$ cat src/rtl/can_tx_scheduler_pkg.sv
// Shared definitions for the CAN transmit mailbox scheduler.
//   ID_SIZE / DATA_SIZE   : CAN identifier and payload widths
//   NUM_MBOX_DEFAULT      : default number of transmit mailboxes
//   MAX_RETRY_DEFAULT     : default failed attempts before a frame is dropped
//   sched_state_t         : scheduler FSM state encoding
package can_tx_scheduler_pkg;

  localparam int ID_SIZE           = 11;
  localparam int DATA_SIZE         = 64;
  localparam int NUM_MBOX_DEFAULT  = 4;
  localparam int MAX_RETRY_DEFAULT = 8;

  typedef enum logic [1:0] {
    IDLE      = 2'd0,
    SELECT    = 2'd1,
    PRESENT   = 2'd2,
    IN_FLIGHT = 2'd3
  } sched_state_t;

endpackage

$ cat src/rtl/can_tx_scheduler_prio_pick.sv
// can_prio_pick: combinational arbiter over the pending mailboxes.
// Winner is the lowest ID among pending mailboxes; an ID tie goes to the
// lowest mailbox index.
// Ports:
//   pending     in  per-mailbox pending flags
//   ids         in  per-mailbox frame IDs (packed, index 0 in the low slice)
//   win_idx     out index of the winning mailbox (0 when nothing is pending)
//   any_pending out at least one mailbox is pending
module can_prio_pick
  import can_tx_scheduler_pkg::*;
#(
  parameter int NUM_MBOX = NUM_MBOX_DEFAULT,
  localparam int IDX_W   = $clog2(NUM_MBOX)
) (
  input  logic [NUM_MBOX-1:0]             pending,
  input  logic [NUM_MBOX-1:0][ID_SIZE-1:0] ids,
  output logic [IDX_W-1:0]                win_idx,
  output logic                            any_pending
);

  logic [ID_SIZE-1:0] best_id;
  logic               found;

  always_comb begin
    win_idx = '0;
    best_id = '1;
    found   = 1'b0;
    // Strict less-than keeps the earlier (lower) index on an ID tie.
    for (int i = 0; i < NUM_MBOX; i++) begin
      if (pending[i] && (!found || ids[i] < best_id)) begin
        win_idx = IDX_W'(i);
        best_id = ids[i];
        found   = 1'b1;
      end
    end
    any_pending = found;
  end

endmodule

$ cat src/rtl/can_tx_scheduler.sv
// can_tx_scheduler: per-node transmit mailbox scheduler in front of one CAN
// node. Holds NUM_MBOX frames, presents the lowest-ID pending frame on
// Tx_ID/In_packet, re-arbitrates after every failed attempt and drops a
// frame after MAX_RETRY failures.
// Optional feature macro: SCHED_STATS_EN adds saturating 16-bit counters
// stat_sent, stat_retry and stat_abort.
// Ports:
//   clock, reset           rising-edge clock, asynchronous active-low reset
//   load_*                 mailbox write (load_ready gates acceptance)
//   mbox_pending           per-mailbox pending flags
//   data_in_req            node takes the presented frame
//   Retransmit / tx_ok     node reports failure / success of the attempt
//   tx_valid/Tx_ID/In_packet  frame presented to the node
//   done_pulse/abort_pulse/evt_idx  completion events
//   fsm_state              scheduler state, for observation
// NUM_MBOX is expected to be a power of two (>= 2).
// Handshake: a load is accepted on a rising edge where load_valid && load_ready;
// load_ready is combinational and drops only while load_idx addresses the
// mailbox currently presented or in flight. A presented frame is taken on a
// rising edge where tx_valid && data_in_req in PRESENT.
module can_tx_scheduler
  import can_tx_scheduler_pkg::*;
#(
  parameter int NUM_MBOX  = NUM_MBOX_DEFAULT,
  parameter int MAX_RETRY = MAX_RETRY_DEFAULT,
  localparam int IDX_W    = $clog2(NUM_MBOX)
) (
  input  logic                 clock,
  input  logic                 reset,
  input  logic                 load_valid,
  input  logic [IDX_W-1:0]     load_idx,
  input  logic [ID_SIZE-1:0]   load_id,
  input  logic [DATA_SIZE-1:0] load_data,
  output logic                 load_ready,
  output logic [NUM_MBOX-1:0]  mbox_pending,
  input  logic                 data_in_req,
  input  logic                 Retransmit,
  input  logic                 tx_ok,
  output logic                 tx_valid,
  output logic [ID_SIZE-1:0]   Tx_ID,
  output logic [DATA_SIZE-1:0] In_packet,
  output logic                 done_pulse,
  output logic                 abort_pulse,
  output logic [IDX_W-1:0]     evt_idx,
`ifdef SCHED_STATS_EN
  output logic [15:0]          stat_sent,
  output logic [15:0]          stat_retry,
  output logic [15:0]          stat_abort,
`endif
  output sched_state_t         fsm_state
);

  localparam int RC_W = $clog2(MAX_RETRY + 1);

  logic [NUM_MBOX-1:0][ID_SIZE-1:0] mb_id;
  logic [DATA_SIZE-1:0]             mb_data [NUM_MBOX];
  logic [RC_W-1:0]                  retry   [NUM_MBOX];
  logic [NUM_MBOX-1:0]              pending;
  logic [IDX_W-1:0]                 cur_idx;
  logic [IDX_W-1:0]                 win_idx;
  logic                             any_pending;
  logic                             load_ok;
  logic                             ev_done;
  logic                             ev_abort;
  logic                             ev_retry;
  logic                             last_try;

  assign mbox_pending = pending;

  always_comb begin
    load_ready = !(((fsm_state == PRESENT) || (fsm_state == IN_FLIGHT)) &&
                   (load_idx == cur_idx));
    load_ok  = load_valid && load_ready;
    last_try = (retry[cur_idx] == RC_W'(MAX_RETRY - 1));
    // tx_ok takes precedence over a simultaneous Retransmit.
    ev_done  = (fsm_state == IN_FLIGHT) && tx_ok;
    ev_abort = (fsm_state == IN_FLIGHT) && !tx_ok && Retransmit && last_try;
    ev_retry = (fsm_state == IN_FLIGHT) && !tx_ok && Retransmit && !last_try;
  end

  can_prio_pick #(.NUM_MBOX(NUM_MBOX)) u_pick (
    .pending     (pending),
    .ids         (mb_id),
    .win_idx     (win_idx),
    .any_pending (any_pending)
  );

  // Mailbox payload storage; the in-flight slot can never be written here
  // because load_ready blocks it.
  always_ff @(posedge clock or negedge reset) begin
    if (!reset) begin
      mb_id <= '0;
      for (int i = 0; i < NUM_MBOX; i++) mb_data[i] <= '0;
    end else if (load_ok) begin
      mb_id[load_idx]   <= load_id;
      mb_data[load_idx] <= load_data;
    end
  end

  always_ff @(posedge clock or negedge reset) begin
    if (!reset) begin
      fsm_state   <= IDLE;
      pending     <= '0;
      for (int i = 0; i < NUM_MBOX; i++) retry[i] <= '0;
      cur_idx     <= '0;
      Tx_ID       <= '0;
      In_packet   <= '0;
      tx_valid    <= 1'b0;
      done_pulse  <= 1'b0;
      abort_pulse <= 1'b0;
      evt_idx     <= '0;
    end else begin
      done_pulse  <= 1'b0;
      abort_pulse <= 1'b0;
      if (load_ok) begin
        pending[load_idx] <= 1'b1;
        retry[load_idx]   <= '0;
      end
      case (fsm_state)
        IDLE: if (any_pending) fsm_state <= SELECT;
        SELECT: begin
          if (any_pending) begin
            cur_idx   <= win_idx;
            Tx_ID     <= mb_id[win_idx];
            In_packet <= mb_data[win_idx];
            tx_valid  <= 1'b1;
            fsm_state <= PRESENT;
          end else begin
            fsm_state <= IDLE;
          end
        end
        PRESENT: if (data_in_req) fsm_state <= IN_FLIGHT;
        IN_FLIGHT: begin
          if (ev_done || ev_abort) begin
            pending[cur_idx] <= 1'b0;
            retry[cur_idx]   <= '0;
            done_pulse       <= ev_done;
            abort_pulse      <= ev_abort;
            evt_idx          <= cur_idx;
            tx_valid         <= 1'b0;
            fsm_state        <= IDLE;
          end else if (ev_retry) begin
            // Back to SELECT so a newly loaded lower ID can preempt.
            retry[cur_idx] <= retry[cur_idx] + RC_W'(1);
            tx_valid       <= 1'b0;
            fsm_state      <= SELECT;
          end
        end
        default: fsm_state <= IDLE;
      endcase
    end
  end

`ifdef SCHED_STATS_EN
  always_ff @(posedge clock or negedge reset) begin
    if (!reset) begin
      stat_sent  <= '0;
      stat_retry <= '0;
      stat_abort <= '0;
    end else begin
      if (ev_done  && stat_sent  != 16'hFFFF) stat_sent  <= stat_sent  + 16'd1;
      if (ev_retry && stat_retry != 16'hFFFF) stat_retry <= stat_retry + 16'd1;
      if (ev_abort && stat_abort != 16'hFFFF) stat_abort <= stat_abort + 16'd1;
    end
  end
`endif

endmodule

$ cat config.mk
export PLATFORM = sky130hd
export DESIGN_NAME = can_tx_scheduler
export DESIGN_NICKNAME = d
export VERILOG_FILES = /design/src/rtl/can_tx_scheduler_pkg.sv /design/src/rtl/can_tx_scheduler_prio_pick.sv /design/src/rtl/can_tx_scheduler.sv
export SDC_FILE = /design/constraint.sdc
export NUM_CORES = 1
export LEC_CHECK = 0
export ABC_CLOCK_PERIOD_IN_PS = 6750
export BUFFER_PORTS_ARGS = -buffer_cell sky130_fd_sc_hd__buf_2
export CAP_MARGIN = 15
export CORE_MARGIN = 10
export CORE_UTILIZATION = 50
export CTS_CLUSTER_DIAMETER = 60
export DETAILED_ROUTE_END_ITERATION = 12
export MAX_ROUTING_LAYER = met4
export PLACE_DENSITY = 0.72
export SLEW_MARGIN = 5
export SYNTH_ARGS = -nofsm -noshare
export SYNTH_HDL_FRONTEND = slang
export SYNTH_SLANG_ARGS = --single-unit
$ cat constraint.sdc
create_clock -name clock -period 6.75 [get_ports clock]
set_input_delay 1.35 -clock clock [delete_from_list [all_inputs] [get_ports clock]]
set_output_delay 1.35 -clock clock [all_outputs]
set_load 0.02 [all_outputs]
==> results of run 1 <==
[registers in the layout, indices dropped and copies added (netlist names), named ones only]
signal        cells
fsm_state         1
In_packet        64
mbox_pending      4
tx_valid          1
abort_pulse       1
retry            16
done_pulse        1
Tx_ID            11
mb_data         256
evt_idx           2
mb_id            44
cur_idx           2
[layout make-up]
cell class                      count  area, µm²  area share, %
Clock inverter                     13      116.4         0.5404
Sequential cell                   404      10110          46.95
Clock buffer                       65       1290          5.991
Timing Repair Buffer              202       1216          5.648
Multi-Input combinational cell   1036       8154          37.87
Tap cell                          468      585.6          2.720
Antenna cell                       10      25.02         0.1162
Inverter                            8      35.03         0.1627
[critical path, delay by kind of cell (launching register included)]
kind                       cells  cell delay, ps
DFF                            1             390
buffers and inverters          4             860
AOI/OAI and AO/OA             15            2840
adders and majority gates      3             860
and+or+nand+nor                8            1210
[cells in the final DEF (no fill, tap or decap), types with 5 or more instances in the layout]
cell type and n:
sky130_fd_sc_hd__mux2i_1 128, sky130_fd_sc_hd__a31oi_1 10, sky130_fd_sc_hd__o221ai_2 20, sky130_fd_sc_hd__nand2b_1 5
sky130_fd_sc_hd__inv_1 5, sky130_fd_sc_hd__mux2_2 247, sky130_fd_sc_hd__clkbuf_16 45, sky130_fd_sc_hd__nor2b_1 10
sky130_fd_sc_hd__a21oi_1 41, sky130_fd_sc_hd__dfrtp_1 404, sky130_fd_sc_hd__ha_1 30, sky130_fd_sc_hd__o21ai_0 33
sky130_fd_sc_hd__nand4_1 5, sky130_fd_sc_hd__o211ai_1 66, sky130_fd_sc_hd__o21a_1 13, sky130_fd_sc_hd__clkinv_2 7
sky130_fd_sc_hd__nand2_1 262, sky130_fd_sc_hd__nand3_1 12, sky130_fd_sc_hd__a21o_1 6, sky130_fd_sc_hd__buf_4 25
sky130_fd_sc_hd__clkbuf_8 11, sky130_fd_sc_hd__a22oi_1 5, sky130_fd_sc_hd__clkbuf_1 10, sky130_fd_sc_hd__diode_2 10
sky130_fd_sc_hd__buf_12 6, sky130_fd_sc_hd__o221ai_1 45, sky130_fd_sc_hd__nor2_1 45, sky130_fd_sc_hd__buf_2 168
[final timing paths]
kind | to | startpoint | cells past startpoint
worst max-delay path | In_packet[6] | mbox_pending[0] | 30
worst min-delay path | mb_data[63] | mb_data[63] | 2
worst max register to register | In_packet[6] | mbox_pending[0] | 30
worst min register to register | mb_data[63] | mb_data[63] | 2
max in group asynchronous | mb_data[32] | reset | 2
min in group asynchronous | mb_id[15] | reset | 1
[cells in the mapped netlist, types with 8 or more instances]
cell	number	area (µm²)
sky130_fd_sc_hd__mux2_2	247	2781
sky130_fd_sc_hd__o21a_1	13	97.59
sky130_fd_sc_hd__mux2i_1	128	1281
sky130_fd_sc_hd__dfrtp_1	404	10110
sky130_fd_sc_hd__nor2_1	48	180.2
sky130_fd_sc_hd__buf_1	8	30.03
sky130_fd_sc_hd__clkbuf_1	66	247.7
sky130_fd_sc_hd__nand2_1	264	991.0
sky130_fd_sc_hd__a31oi_1	11	68.82
sky130_fd_sc_hd__o211ai_1	66	495.5
sky130_fd_sc_hd__o221ai_1	45	394.1
sky130_fd_sc_hd__buf_2	20	100.1
sky130_fd_sc_hd__nor2b_1	10	62.56
sky130_fd_sc_hd__o221ai_2	20	300.3
sky130_fd_sc_hd__ha_1	30	375.4
sky130_fd_sc_hd__a21oi_1	42	210.2
sky130_fd_sc_hd__nand3_1	12	60.06
sky130_fd_sc_hd__o21ai_0	34	170.2
[cells by family after synthesis]
logic type	share of synthesized area (%)
buffers and inverters	2.551
adders and majority gates	2.014
xor gates and xnor gates	0.2350
muxes	22.28
DFF	54.24
AOI/OAI and AO/OA	10.83
and+or+nand+nor	7.847
[metal layers]
metal	share of wire, %	vias to the layer above	track usage (%)	routed length [µm]
met1	43	6742	28.06	21370
li1	-	5906	-	-
met3	6.7	87	5.044	3332
met2	48	415	34.78	23530
met5	0	-	-	0
met4	2.5	0	7.041	1215
[what timing repair did]
item,in CTS,in global routing
setup endpoints to repair,0,77
gates resized for setup,0,7
hold endpoints to repair,0,0
buffers inserted,0,8
[where the power goes]
group	switching, mW	internal [mW]	total, mW
Sequential	0.716	3.44	4.16
Combinational	4.10	3.07	7.18
Clock	0.982	1.36	2.34
Total	5.80	7.88	13.7
==> impl_metrics.env, run 1 <==
export IMPL_timing_final_crit_period_ps=6299
export IMPL_globalRouteTotalUtil_pct=22.14
export IMPL_power_density_nw_per_um2=635.3
export IMPL_synthesis_area_um2=18640
export IMPL_gp_congestion=0.8956
export IMPL_worst_setup_path_type="flip-flop to flip-flop"
export IMPL_r2r_slack_ps=450
export IMPL_final_core_utilization_pct=58.67
export IMPL_cell_area_after_layout_um2=21530
export IMPL_firstDrtPassIters=5
export IMPL_setup_ws_ps=451.4
export IMPL_ys_warnings_count=0
export IMPL_cp_data_arrival_time_ps=6730
export IMPL_remaining_antenna_violation_count=0
export IMPL_synth_sequential_area_ratio_pct=54.24
export IMPL_die_width_um=213.1
export IMPL_global_route_wire_length_before_repair_um=77370
export IMPL_slew_headroom_pct=27.44
export IMPL_iter_0_drt_violations=1096
export IMPL_finalHoldViolations=0
export IMPL_cts_tree="yes"
export IMPL_worst_path_largest_cell_delay_ps=390
export IMPL_floorplan_rows=70
export IMPL_holdBufCountCts=0
export IMPL_cts_root_buf="sky130_fd_sc_hd__clkbuf_16"
export IMPL_die_h_um=213.1
export IMPL_area_growth_pct=15.52
export IMPL_max_slew_violation_count=0
export IMPL_max_cap_viols=0
export IMPL_synth_area_per_cell_um2=12.06
export IMPL_synth_cells=1546
export IMPL_ys_ff_latch=404
export IMPL_status="finished, final reports clean"
export IMPL_routed_wire_length_per_instance_um=22.41
export IMPL_die_area_um2=45400
export IMPL_pre_cts_slack_ps=47.80
export IMPL_boundaryPins=170
export IMPL_synth_edf_count=0
export IMPL_crit_path_max_fanout=19
export IMPL_wl_um=49440
export IMPL_static_leakage_power_nw=10.04
export IMPL_remaining_drc_errors=0
export IMPL_report_power_total_mw=13.68
export IMPL_startpoint_type="flip-flop"
export IMPL_final_hpwl_dp_um=29800
export IMPL_worst_skew_pair_late_latency_ps=560
export IMPL_layout_cells_non_filler=2206
export IMPL_place_inst=2107
export IMPL_final_setup_tns_ps=0
export IMPL_final_hold_worst_slack_ps=472.2
export IMPL_critical_path_slowest_cell="sky130_fd_sc_hd__dfrtp_1"
export IMPL_setup_worst_path_end_class="flip-flop"
export IMPL_post_route_cells_drive_above_1_share_pct=32.70
export IMPL_yosys_cell_types_count=51
export IMPL_max_freq_ghz=0.1588
export IMPL_initial_utilization_pct=50.79
export IMPL_final_period_utilization_pct=93.31
export IMPL_numPortBuffers=169
export IMPL_dominantRegCellSynth="sky130_fd_sc_hd__dfrtp_1"
export IMPL_clk_pin_slew_worst_paths_ps=60
export IMPL_mappedNetlistNets=1659
export IMPL_first_global_vias=13690
export IMPL_cts_num_sinks=404
export IMPL_ffs_w_async_s_r_synth_pct=100.0
export IMPL_critPathRequiredTime_ps=7180
export IMPL_viasPerCell=5.961
export IMPL_core_region_area_um2=36700
export IMPL_fillers=3002
export IMPL_cts_max_path_buffers=3
export IMPL_num_nets_final=1809
export IMPL_min_delay_path_class="flip-flop to flip-flop"
export IMPL_h_tree_depth=2
export IMPL_fin_worst_skew_ps=17.41
export IMPL_number_of_antenna_violations_at_the_first_check_in_global_routing=10
export IMPL_via_count=13150
export IMPL_timing_worst_slew_pin_value_ps=1088
export IMPL_maximum_number_of_pins_on_one_net_before_global_route_repair=186
export IMPL_vdd_ir_drop_worst_mv=0.4451
export IMPL_setup_violations_final=0
export IMPL_overflow=0
export IMPL_tritoncts_buffer_count=44
export IMPL_detailed_place_area_um2=19960
No activity file was read; power rests on OpenSTA's default activity.
==> run 2, diff against run 1 <==
--- a/config.mk
+++ b/config.mk
@@ -8,12 +8,13 @@
 export ABC_CLOCK_PERIOD_IN_PS = 6750
 export BUFFER_PORTS_ARGS = -buffer_cell sky130_fd_sc_hd__buf_2
 export CAP_MARGIN = 15
+export CORE_ASPECT_RATIO = 0.9
 export CORE_MARGIN = 10
 export CORE_UTILIZATION = 50
 export CTS_CLUSTER_DIAMETER = 60
 export DETAILED_ROUTE_END_ITERATION = 12
 export MAX_ROUTING_LAYER = met4
-export PLACE_DENSITY = 0.72
+export PLACE_DENSITY = 0.82
 export SLEW_MARGIN = 5
 export SYNTH_ARGS = -nofsm -noshare
 export SYNTH_HDL_FRONTEND = slang
==> run 2 against run 1 <==
Against the previous run:
- first-iteration DRC count decreased by 6.0%
- largest cell class unchanged
- die area about the same
- count of clock-buffer cells in the layout unchanged
- non-clock buffer count decreased by 6
- via count increased by 0.60%
- cell area increased by 0.24%
- register-to-register slack got worse by 120 ps
- sequential power about the same
- maximum frequency decreased by 1.8%
- wire length decreased by 1.2%
- combinational power decreased by 2%
- largest power group unchanged
- core utilization decreased by 0.42 points
==> impl_metrics.env, run 2 (synthesis gave the netlist of run 1 again) <==
export IMPL_status="finished, final reports clean"
export IMPL_startpoint_type="flip-flop"
export IMPL_maximum_number_of_pins_on_one_net_before_global_route_repair=166
export IMPL_die_width_um=223.5
export IMPL_most_common_layout_cells="sky130_fd_sc_hd__dfrtp_1, sky130_fd_sc_hd__nand2_1, sky130_fd_sc_hd__mux2_2"
export IMPL_iter_0_drt_violations=1030
export IMPL_max_freq_ghz=0.1558
export IMPL_min_delay_path_class="flip-flop to flip-flop"
export IMPL_slew_headroom_pct=26.96
export IMPL_firstDrtPassIters=5
export IMPL_timing_final_crit_period_ps=6417
export IMPL_first_global_vias=13750
export IMPL_boundaryPins=170
export IMPL_setup_worst_path_end_class="flip-flop"
export IMPL_layout_cells_non_filler=2214
export IMPL_setup_ws_ps=332.7
export IMPL_cts_max_path_buffers=3
export IMPL_registers_top_by_ff_count="mb_data"
export IMPL_fillers=2995
export IMPL_remaining_drc_errors=0
export IMPL_place_inst=2123
export IMPL_worst_setup_path_type="flip-flop to flip-flop"
export IMPL_final_period_utilization_pct=95.07
export IMPL_num_nets_final=1803
export IMPL_floorplan_rows=67
export IMPL_final_core_utilization_pct=58.25
export IMPL_internal_power_mw=7.919
export IMPL_h_tree_depth=2
export IMPL_holdBufCountCts=0
export IMPL_fin_worst_skew_ps=12.56
export IMPL_final_setup_tns_ps=0
export IMPL_finalHoldViolations=0
export IMPL_core_region_area_um2=37050
export IMPL_final_hpwl_dp_um=30310
export IMPL_max_slew_violation_count=0
export IMPL_power_net_switching_mw=5.793
export IMPL_viasPerCell=5.975
export IMPL_overflow=0
export IMPL_power_share_combinational_pct=51.5
export IMPL_p_clk_share_pct=18.2
export IMPL_worst_skew_pair_late_latency_ps=560
export IMPL_global_route_wire_length_before_repair_um=76800
export IMPL_mostFrequentLayoutCell="sky130_fd_sc_hd__dfrtp_1"
export IMPL_cp_data_arrival_time_ps=6820
export IMPL_cts_tree="yes"
export IMPL_critPathRequiredTime_ps=7150
export IMPL_die_area_um2=45410
export IMPL_via_count=13230
export IMPL_area_growth_pct=15.80
export IMPL_power_density_nw_per_um2=635.3
export IMPL_static_leakage_power_nw=10.08
export IMPL_routed_wire_length_per_instance_um=22.06
export IMPL_remaining_antenna_violation_count=0
export IMPL_rsz0062_at_grt="no"
export IMPL_netSwitchingFraction_pct=42.25
export IMPL_largest_registers="mb_data (256), In_packet (64), mb_id (44)"
export IMPL_clk_pin_slew_worst_paths_ps=60
export IMPL_initial_utilization_pct=50.30
export IMPL_crit_path_max_fanout=44
export IMPL_post_route_cells_drive_above_1_share_pct=32.54
export IMPL_globalRouteTotalUtil_pct=21.48
export IMPL_cts_num_sinks=404
export IMPL_seq_power_share_pct=30.3
export IMPL_setup_violations_final=0
export IMPL_pre_cts_slack_ps=87.97
export IMPL_numPortBuffers=169
export IMPL_wl_um=48850
export IMPL_tritoncts_buffer_count=44
export IMPL_largest_register_ff_count=256
export IMPL_number_of_antenna_violations_at_the_first_check_in_global_routing=10
export IMPL_max_cap_viols=0
export IMPL_timing_worst_slew_pin_value_ps=1096
export IMPL_cts_root_buf="sky130_fd_sc_hd__clkbuf_16"
export IMPL_die_h_um=203.2
export IMPL_gp_congestion=0.9476
export IMPL_worst_path_largest_cell_delay_ps=420
export IMPL_vdd_ir_drop_worst_mv=0.4803
export IMPL_critical_path_slowest_cell="sky130_fd_sc_hd__dfrtp_1"
==> run 2: cell count changes in the layout (fill, tap and decap cells not counted), sizes merged <==
cell,before,now
buf,201,195
clkinvlp,4,0
inv,7,10
bufinv,1,4
clkinv,9,6
==> run 2: repair_timing <==
action                                  CTS  global route
gates resized for setup                   0             6
endpoints found under the setup margin    0            77
setup buffers                             0             1
==> run 2: routing by layer <==
layer | vias to the layer above | part of all wire [%] | GRT usage (%)
met2 | 463 | 47 | 33.33
met3 | 72 | 8.0 | 5.539
met5 | - | 0 | -
met4 | 0 | 1.9 | 6.221
met1 | 6778 | 43 | 27.40
li1 | 5916 | - | -
==> run 2: cell type report <==
cell class	count	area (µm²)	share of cell area [%]
tap	483	604.3	2.800
clock buffer	65	1341	6.215
timing repair buffer	196	1159	5.368
inverter	8	30.03	0.1391
multi-input combinational	1036	8147	37.74
clock inverter	12	167.7	0.7768
antenna	10	25.02	0.1159
sequential	404	10110	46.84
==> run 2: through the flow <==
step	hold WS (ps)	power [mW]	instance area (µm²)
global route	495.0	14.54	21580
finish	473.9	13.71	21580
CTS	475.5	13.57	21480
global placement	456.3	10.79	19970
floorplan	444.6	8.975	18640
detailed placement	461.1	11.04	19970
==> run 2: path summary, 6_finish.rpt <==
| kind | startpoint | end | slack (ps) | depth (start not counted) |
|---|---|---|---|---|
| max | mbox_pending[0] | In_packet[13] | 330 | 31 |
| min | mb_data[32] | mb_data[32] | 470 | 2 |
| max reg2reg | mbox_pending[0] | In_packet[13] | 330 | 31 |
| min reg2reg | mb_data[32] | mb_data[32] | 470 | 2 |
| max in group asynchronous | reset | In_packet[38] | 4600 | 2 |
| min in group asynchronous | reset | done_pulse | 810 | 1 |
==> run 2: power by group through the flow <==
| stage | clock, mW | sequential, mW | combinational, mW |
|---|---|---|---|
| 2_1_floorplan | 0 | 4.24 | 4.74 |
| 3_3_place_gp | 0 | 4.11 | 6.68 |
| 3_5_place_dp | 0 | 4.16 | 6.87 |
| 4_1_cts | 2.53 | 4.14 | 6.90 |
| 5_1_grt | 2.64 | 4.27 | 7.63 |
| 6_report | 2.49 | 4.15 | 7.07 |
==> run 2: critical path: cells and delay by family, from the launching register on <==
family	cells	cell delay (ps)
buffers and inverters	4	790
AND/OR/NAND/NOR	7	850
flip-flops	1	420
adder cells (fa/ha/maj)	3	890
AO/OA/AOI/OAI	17	3290
==> run 3, diff against run 2 <==
==> constraint.sdc (replaced) <==
create_clock -name clock -period 6.75 [get_ports clock]
set_input_delay 1.35 -clock clock [delete_from_list [all_inputs] [get_ports clock]]
set_output_delay 1.35 -clock clock [all_outputs]
set_load 0.1 [all_outputs]
==> run 3 against run 2 <==
Against the previous run:
- maximum frequency up 0.74%
- clock skew up 8.5 ps
- sequential share of layout area about the same
- worst setup slack better by 47 ps
- cell area about the same
- first-iteration DRC count up 5.2%
- global-route usage up 0.63 points
- register-to-register slack better by 50 ps
- core utilization down 0.051 points
- final cell count unchanged
- critical endpoint is now In_packet[36]
- highest routed layer unchanged
==> impl_metrics.env, run 3 (synthesis gave the netlist of run 1 again) <==
export IMPL_cts_tree="yes"
export IMPL_largest_registers="mb_data (256), In_packet (64), mb_id (44)"
export IMPL_regToRegStartpoint="mbox_pending[0]"
export IMPL_max_freq_ghz=0.1570
export IMPL_slew_headroom_pct=24.29
export IMPL_maximum_number_of_pins_on_one_net_before_global_route_repair=174
export IMPL_min_delay_path_class="flip-flop to flip-flop"
export IMPL_rsz0062_at_grt="no"
export IMPL_iter_0_drt_violations=1084
export IMPL_worst_path_largest_cell_delay_ps=420
export IMPL_cts_max_path_buffers=3
export IMPL_status="finished, final reports clean"
export IMPL_final_setup_tns_ps=0
export IMPL_tritoncts_buffer_count=42
export IMPL_clk_pin_slew_worst_paths_ps=60
export IMPL_h_tree_depth=2
export IMPL_max_slew_violation_count=0
export IMPL_registers_top_by_ff_count="mb_data"
export IMPL_cp_data_arrival_time_ps=6760
export IMPL_final_hpwl_dp_um=30570
export IMPL_numPortBuffers=169
export IMPL_critPathRequiredTime_ps=7140
export IMPL_wl_um=49760
export IMPL_timing_hold_worst_path_depth=2
export IMPL_largest_register_ff_count=256
export IMPL_global_route_wire_length_before_repair_um=79180
export IMPL_min_delay_start="mb_data[35]"
export IMPL_holdBufCountCts=0
export IMPL_crit_path_max_fanout=29
export IMPL_worst_setup_path_type="flip-flop to flip-flop"
export IMPL_num_nets_final=1807
export IMPL_fillers=3002
export IMPL_via_count=13390
export IMPL_most_common_layout_cells="sky130_fd_sc_hd__dfrtp_1, sky130_fd_sc_hd__nand2_1, sky130_fd_sc_hd__mux2_2"
export IMPL_post_route_cells_drive_above_1_share_pct=32.95
export IMPL_die_area_um2=45410
export IMPL_floorplan_rows=67
export IMPL_worstRegToRegCells=32
export IMPL_fin_worst_skew_ps=21.09
export IMPL_viasPerCell=6.046
export IMPL_final_period_utilization_pct=94.37
export IMPL_finalHoldViolations=0
export IMPL_number_of_antenna_violations_at_the_first_check_in_global_routing=8
export IMPL_setup_worst_path_end_class="flip-flop"
export IMPL_core_region_area_um2=37050
export IMPL_gp_congestion=0.8968
export IMPL_initial_utilization_pct=50.30
export IMPL_startpoint_type="flip-flop"
export IMPL_area_growth_pct=15.69
export IMPL_critical_path_slowest_cell="sky130_fd_sc_hd__dfrtp_2"
export IMPL_remaining_antenna_violation_count=0
export IMPL_cp_buffers_inverters=5
export IMPL_cts_num_sinks=404
export IMPL_die_width_um=223.5
export IMPL_routed_wire_length_per_instance_um=22.48
export IMPL_firstDrtPassIters=5
export IMPL_regToRegEndpoint="In_packet[36]"
export IMPL_timing_worst_slew_pin_value_ps=1136
export IMPL_delay_heaviest_family_cp="compound AO/OA/AOI/OAI gates"
export IMPL_remaining_drc_errors=0
export IMPL_cts_root_buf="sky130_fd_sc_hd__clkbuf_16"
export IMPL_max_cap_viols=0
export IMPL_setup_violations_final=0
export IMPL_globalRouteTotalUtil_pct=22.11
export IMPL_overflow=0
export IMPL_timing_final_crit_period_ps=6370
export IMPL_boundaryPins=170
export IMPL_mostFrequentLayoutCell="sky130_fd_sc_hd__dfrtp_1"
export IMPL_min_delay_worst_endpoint="mb_data[35]"
export IMPL_r2r_slack_ps=380
export IMPL_die_h_um=203.2
export IMPL_first_global_vias=14120
export IMPL_worst_skew_pair_late_latency_ps=550
run 3: tightest hold or removal path, cell delays in order (launching register included):
cell and delay (ps):
sky130_fd_sc_hd__dfrtp_1 340, sky130_fd_sc_hd__nand2_1 50, sky130_fd_sc_hd__nand2_1 50
run 3: worst max-delay path by stage:
stage	start	end	slack, ps	depth (start not counted)
after CTS	mbox_pending[0]	Tx_ID[7]	30	29
after global routing	mbox_pending[0]	Tx_ID[0]	30	32
after floorplan	mbox_pending[0]	In_packet[47]	30	32
after detailed placement	mbox_pending[0]	In_packet[6]	30	28
after global placement	mbox_pending[0]	In_packet[3]	300	28
final	mbox_pending[0]	In_packet[36]	380	32
run 3: through the flow:
stage / utilization (%) / setup WS [ps] / std cells / hold slack (ps) / area (µm²)
after global routing: 58.20 / 27.61 / 2214 / 493.4 / 21560
after global placement: 53.90 / 300.7 / 2125 / 456.2 / 19970
after floorplan: - / 31.88 / 1546 / 444.6 / 18640
after detailed placement: 53.90 / 32.43 / 2125 / 461.5 / 19970
after CTS: 57.91 / 28.10 / 2200 / 475.9 / 21460
final: 58.20 / 380.0 / 2214 / 473.0 / 21560
run 3: layout make-up:
cell class | instances | area (µm²) | share of cell area (%)
Clock inverter | 16 | 236.5 | 1.097
Antenna cell | 7 | 17.52 | 0.08123
Sequential cell | 404 | 10110 | 46.89
Timing Repair Buffer | 202 | 1182 | 5.483
Inverter | 8 | 33.78 | 0.1567
Tap cell | 483 | 604.3 | 2.802
Multi-Input combinational cell | 1036 | 8137 | 37.73
Clock buffer | 58 | 1242 | 5.762
run 3: timing repair:
action	4_1_cts	5_1_grt
setup buffers	0	6
gates resized for setup	1	9
gates cloned	1	1
endpoints found under the setup margin	12	71
pin swaps	1	4
run 3: per-layer routing:
metal  routed length (µm)  track usage (%)  vias to the layer above
li1                     -                -                     5904
met1                21240            27.94                     6965
met2                24360            35.67                      427
met3                 3130            4.208                       90
met4                 1027            6.535                        0
met5                    0                -                        -
Power of run 3 is not shown: default switching activity piles up to over one toggle a cycle in this logic, so the estimate is an artifact.
